### src/rtl/uart_rx_pkg.sv
// Shared definitions for the UART receive frame controller: state encoding,
// frame geometry and the stop-bit index helper.
package uart_rx_pkg;

    localparam int DATA_BITS = 8;

    typedef enum logic [2:0] {
        ST_IDLE   = 3'd0,
        ST_START  = 3'd1,
        ST_DATA   = 3'd2,
        ST_PARITY = 3'd3,
        ST_STOP   = 3'd4,
        ST_DONE   = 3'd5
    } rx_state_e;

    // Bit index of the stop bit: follows the data bits, shifted by one when a parity bit is present.
    function automatic logic [3:0] stop_bit_idx(input logic par_en);
        return par_en ? 4'(DATA_BITS + 2) : 4'(DATA_BITS + 1);
    endfunction

endpackage

### src/rtl/uart_rx_edge_bit_cnt.sv
// Oversampling edge counter and frame bit counter; the bit counter advances
// each time the edge counter wraps at prescale-1.
module uart_rx_edge_bit_cnt #(
    parameter int PRESCALE_W = 6
) (
    input  logic                  CLK,
    input  logic                  RST,
    input  logic                  cnt_en,
    input  logic                  cnt_clr,
    input  logic [PRESCALE_W-1:0] prescale,
    output logic [PRESCALE_W-1:0] edge_cnt,
    output logic [3:0]            bit_cnt,
    output logic                  edge_last
);

    assign edge_last = (edge_cnt == prescale - PRESCALE_W'(1));

    // Clear wins over enable so an aborted or finished frame restarts from zero.
    always_ff @(posedge CLK or posedge RST) begin
        if (RST) begin
            edge_cnt <= '0;
            bit_cnt  <= '0;
        end else if (cnt_clr) begin
            edge_cnt <= '0;
            bit_cnt  <= '0;
        end else if (cnt_en) begin
            if (edge_last) begin
                edge_cnt <= '0;
                bit_cnt  <= bit_cnt + 4'd1;
            end else begin
                edge_cnt <= edge_cnt + PRESCALE_W'(1);
            end
        end
    end

endmodule

### src/rtl/uart_rx_fsm.sv
// UART receive frame controller: detects the start edge, walks one frame
// through START/DATA/PARITY/STOP and qualifies the byte in DONE.
module uart_rx_fsm
    import uart_rx_pkg::*;
#(
    parameter int PRESCALE_W = 6
) (
    input  logic                  CLK,
    input  logic                  RST,
    input  logic                  RX_IN,
    input  logic                  PAR_EN,
    input  logic [PRESCALE_W-1:0] Prescale,
    input  logic                  strt_glitch,
    input  logic                  par_err,
    input  logic                  stp_err,
    output logic [PRESCALE_W-1:0] edge_cnt,
    output logic [3:0]            bit_cnt,
    output logic                  dat_samp_en,
    output logic                  strt_chk_en,
    output logic                  deser_en,
    output logic                  par_chk_en,
    output logic                  stp_chk_en,
    output logic                  data_valid,
    output rx_state_e             fsm_state
);

    rx_state_e             state, state_nxt;
    logic [PRESCALE_W-1:0] pre_sh;
    logic                  par_en_sh;
    logic                  cnt_en, cnt_clr, shadow_ld, edge_last;
    logic [PRESCALE_W-1:0] s_pt;

    assign s_pt = (pre_sh >> 1) + PRESCALE_W'(1);

    uart_rx_edge_bit_cnt #(.PRESCALE_W(PRESCALE_W)) u_cnt (
        .CLK       (CLK),
        .RST       (RST),
        .cnt_en    (cnt_en),
        .cnt_clr   (cnt_clr),
        .prescale  (pre_sh),
        .edge_cnt  (edge_cnt),
        .bit_cnt   (bit_cnt),
        .edge_last (edge_last)
    );

    always_ff @(posedge CLK or posedge RST) begin
        if (RST) begin
            state     <= ST_IDLE;
            pre_sh    <= PRESCALE_W'(8);
            par_en_sh <= 1'b0;
        end else begin
            state <= state_nxt;
            if (shadow_ld) begin
                pre_sh    <= Prescale;
                par_en_sh <= PAR_EN;
            end
        end
    end

    always_comb begin
        state_nxt = state;
        cnt_clr   = 1'b0;
        shadow_ld = 1'b0;
        cnt_en    = (state == ST_START) || (state == ST_DATA) ||
                    (state == ST_PARITY) || (state == ST_STOP);
        case (state)
            ST_IDLE: begin
                if (!RX_IN) begin
                    state_nxt = ST_START;
                    cnt_clr   = 1'b1;
                    shadow_ld = 1'b1;
                end
            end
            ST_START: begin
                if (edge_last) begin
                    if (strt_glitch) begin
                        state_nxt = ST_IDLE;
                        cnt_clr   = 1'b1;
                    end else begin
                        state_nxt = ST_DATA;
                    end
                end
            end
            ST_DATA: begin
                if (edge_last && (bit_cnt == 4'(DATA_BITS)))
                    state_nxt = par_en_sh ? ST_PARITY : ST_STOP;
            end
            ST_PARITY: begin
                if (edge_last)
                    state_nxt = ST_STOP;
            end
            ST_STOP: begin
                // The stop checker registers its result at S, so S+1 is the earliest safe exit.
                if (edge_cnt == s_pt + PRESCALE_W'(1))
                    state_nxt = ST_DONE;
            end
            ST_DONE: begin
                cnt_clr = 1'b1;
                if (!RX_IN) begin
                    state_nxt = ST_START;
                    shadow_ld = 1'b1;
                end else begin
                    state_nxt = ST_IDLE;
                end
            end
            default: begin
                state_nxt = ST_IDLE;
                cnt_clr   = 1'b1;
            end
        endcase
    end

    assign fsm_state   = state;
    assign dat_samp_en = (state != ST_IDLE);
    assign strt_chk_en = (state == ST_START)  && (edge_cnt == s_pt);
    assign deser_en    = (state == ST_DATA)   && (edge_cnt == s_pt);
    assign par_chk_en  = (state == ST_PARITY) && (edge_cnt == s_pt);
    assign stp_chk_en  = (state == ST_STOP)   && (edge_cnt == s_pt);
    assign data_valid  = (state == ST_DONE) && !stp_err && !(par_en_sh && par_err);

endmodule
### config.mk
export PLATFORM = sky130hd
export DESIGN_NAME = uart_rx_fsm
export DESIGN_NICKNAME = d
export VERILOG_FILES = /design/src/rtl/uart_rx_pkg.sv /design/src/rtl/uart_rx_edge_bit_cnt.sv /design/src/rtl/uart_rx_fsm.sv
export SDC_FILE = /design/constraint.sdc
export NUM_CORES = 1
export LEC_CHECK = 0
export CAP_MARGIN = 10
export CORE_UTILIZATION = 30
export DETAILED_ROUTE_END_ITERATION = 6
export PLACE_DENSITY_LB_ADDON = 0.1
export RECOVER_POWER = 100
export SKIP_LAST_GASP = 1
export SLEW_MARGIN = 25
export SYNTH_ARGS = -nofsm -noshare
export SYNTH_HDL_FRONTEND = slang
export SYNTH_SLANG_ARGS = --single-unit
### constraint.sdc
create_clock -name CLK -period 8.8 [get_ports CLK]
set_clock_uncertainty 0.15 [all_clocks]
set_input_delay 1.76 -clock CLK [delete_from_list [all_inputs] [get_ports CLK]]
set_output_delay 1.76 -clock CLK [all_outputs]
set_load 0.01 [all_outputs]
==> impl_metrics.yaml <==
yosys:
  synth_edf_count: 0
  synth_nets: 193
  yosysTopAreaCell: "dfrtp_1"
  synth_area_um2: 1570
  ys.flop_type: "dfrtp_1"
  synth_most_common_cell: "dfrtp_1"
  synth-seq-area-share: 0.319
  synth.distinct_cells: 49
  yosys-top-cells-count: "dfrtp_1, xor2_1, inv_1, nor2_1"
  netlist.area_leader.share: 0.303
  async_flop_share: 1.00
  synth.area.top_cells: "dfrtp_1, xor2_1, ha_1"
  synth_area_per_cell_um2: 9.08
  syn_inst: 173
  ys_ff_latch: 20
  yosys_warnings: 0
clocking:
  clock_sinks: 20
  clk_latency_ns: 0.26
  numCtsBuffers: 3
  path_clk_slew_ns: 0.07
  cts_tree: "yes"
  clk_path_buf_depth: 2
  cts-root-buf: "clkbuf_8"
  cts_resized: 0
  post_cts_buffers: 0
  htree_levels: 1
  postCtsHoldBufs: 0
status:
  violations: "capacitance limit, slew limit"
  status: "complete, but fails checks"
power:
  swShare: 0.445
  power_frac_comb: 0.559
  p_seq_frac: 0.309
  p_int_mw: 0.385
  irDropWorstVdd_mv: 0.122
  cellLeakagePower_nw: 0.854
  clkPwrFrac: 0.133
  p_per_area_nw_per_um2: 355
  switchingPower_mw: 0.309
sta:
  hold_viol: 0
  drv_slew: 10
  finalCriticalPeriod_ns: 5.07
  fmax_ghz: 0.197
  fin_crit_sh: 0.576
  setup_ws_ns: 3.73
  tightest_slew_ns: 2.47
  setup-violations-final: 0
  fin_tns_setup_ns: 0
  rsz0062_at_grt: "no"
  relSlewSlack: -0.687
global_routing:
  grt_busiest_layer: "met2"
  track_usage: 0.152
  grt_pass1_vias: 1337
  antenna_found_initial: 0
  met1_usage: 0.191
  grtUsageMet3: 0.0244
  grt_max_degree: 21
  use_met2: 0.252
  grt_pass1_wl_um: 6310
  overflow: 0
final_layout:
  n_fill_cell: 515
  num_antenna_cells: 0
  area_growth_pct: 24.4
  final_nets: 219
  final_util: 0.401
  drive_gt1_frac: 0.0960
  stdcell_count: 265
hold_path:
  min_path_cells: 1
  hold_path_class: "flip-flop to flip-flop"
setup_path:
  start_kind: "input port"
  cp_top_family: "buffers and inverters"
  worstPathRequired_ns: 6.89
  cp_data_arrival_time_ns: 3.16
  crit_fanout: 1
  cpMaxStageDelayCell: "dlygate4sd3_1"
  cp_slowest_stage_delay_ns: 0.65
  cp_num_cells: 3
  rr_worst_depth: 8
  critical_path_class: "input port to output port"
  worstPathCellList: "clkdlybuf4s50_1 > a2111oi_0 > dlygate4sd3_1"
  critPathCaptureType: "output port"
  critPathBufInv: 2
placement:
  dpl.cell_count: 261
  place_ws_ns: 3.72
  dp_hpwl_um: 2950
  gp_congestion: 0.760
  port_buffers: 31
die:
  die_x_um: 74.4
  fp-row-count: 25
  die_area_um2: 5530
  core-area_um2: 4880
  die_h_um: 74.4
  io_pins: 32
  initial_core_util: 0.322
routing:
  dr_total_vias: 1339
  drc_errors: 0
  route.final.wire_length_um: 3790
  drt_iter0_drc: 32
  vias_per_cell: 5.05
  wl_per_cell_um: 14.3
  ant_nets: 0
  dr.pass1.iters: 4
run:
  drv_cap: 1
-- path summary, 6_finish.rpt --
kind / from / end / slack (ns)
max reg2reg: pre_sh[1] / u_cnt.bit_cnt[3] / 3.94
min: par_en_sh / par_en_sh / 0.42
max: par_err / data_valid / 3.73
min reg2reg: par_en_sh / par_en_sh / 0.42
max in group asynchronous: RST / pre_sh[1] / 6.07
min in group asynchronous: RST / u_cnt.bit_cnt[1] / 1.93
-- power by group through the flow --
stage                     combinational [mW]  sequential, mW  clock, mW
after floorplan                        0.348           0.173          0
after global placement                 0.401           0.217          0
after detailed placement               0.412           0.219          0
after CTS                              0.415           0.217     0.0955
after global routing                   0.432           0.226      0.101
final                                  0.388           0.214     0.0920
-- per-layer routing --
layer  vias up  wire length [um]
li1        662                 -
met1       648              1690
met2        21              1920
met3         8                91
met4         0                88
met5         -                 0
-- cells in the final DEF (no fill, tap or decap), types with 2 or more instances in the layout --
| cell | n |
|---|---|
| nor3_1 | 8 |
| ha_1 | 7 |
| clkbuf_8 | 3 |
| dfrtp_1 | 19 |
| a2111oi_0 | 2 |
| nand2b_1 | 2 |
| a211oi_1 | 2 |
| inv_1 | 13 |
| o41ai_1 | 2 |
| nand4_1 | 5 |
| nand2_1 | 10 |
| nor2_1 | 13 |
| a21oi_1 | 6 |
| a31o_2 | 2 |
| clkdlybuf4s50_1 | 11 |
| xnor2_1 | 10 |
| dlygate4sd3_1 | 20 |
| o21ai_0 | 5 |
| mux2_2 | 7 |
| xor2_1 | 15 |
| or2_2 | 3 |
| and3_1 | 2 |
| nand3_1 | 8 |
-- per-stage QoR --
| stage | total power, mW | instance area, um2 | hold WS, ns |
|---|---|---|---|
| final | 0.694 | 1960 | 0.423 |
| after global routing | 0.759 | 1960 | 0.463 |
| after CTS | 0.727 | 1980 | 0.431 |
| after detailed placement | 0.631 | 1910 | 0.413 |
| after global placement | 0.618 | 1910 | 0.390 |
| after floorplan | 0.521 | 1570 | 0.348 |
-- cell type report --
type	count	area, um2	share of cell area
Sequential cell	20	502	0.257
Tap cell	67	83.8	0.0429
Inverter	13	48.8	0.0250
Clock buffer	3	41.3	0.0211
Clock inverter	1	30.0	0.0154
Multi-Input combinational cell	130	940	0.480
Timing Repair Buffer	31	310	0.159
-- logic make-up (layout without fill, tap and decap cells) --
logic type      after synthesis  count (layout)  synth area share
compound gates               32              32             0.166
buf+inv                      23              48            0.0677
simple gates                 58              58             0.196
xor+xnor                     25              25             0.139
flops                        20              20             0.319
mux                           7               7            0.0502
fa+ha+maj                     8               8            0.0621
-- worst register-to-register path, delay by kind of cell, from the launching register on --
family          cells  cell delay, ns
fa+ha+maj           1            0.26
compound gates      5            3.07
buf+inv             1            0.16
simple gates        1            0.64
flops               1            0.51
-- sequential cells by signal (all words and copies together) (netlist names) --
| signal | count |
|---|---|
| u_cnt.bit_cnt | 4 |
| pre_sh | 6 |
| u_cnt.edge_cnt | 6 |
| fsm_state | 3 |
| par_en_sh | 1 |
No activity file was read; power rests on OpenSTA's default activity.
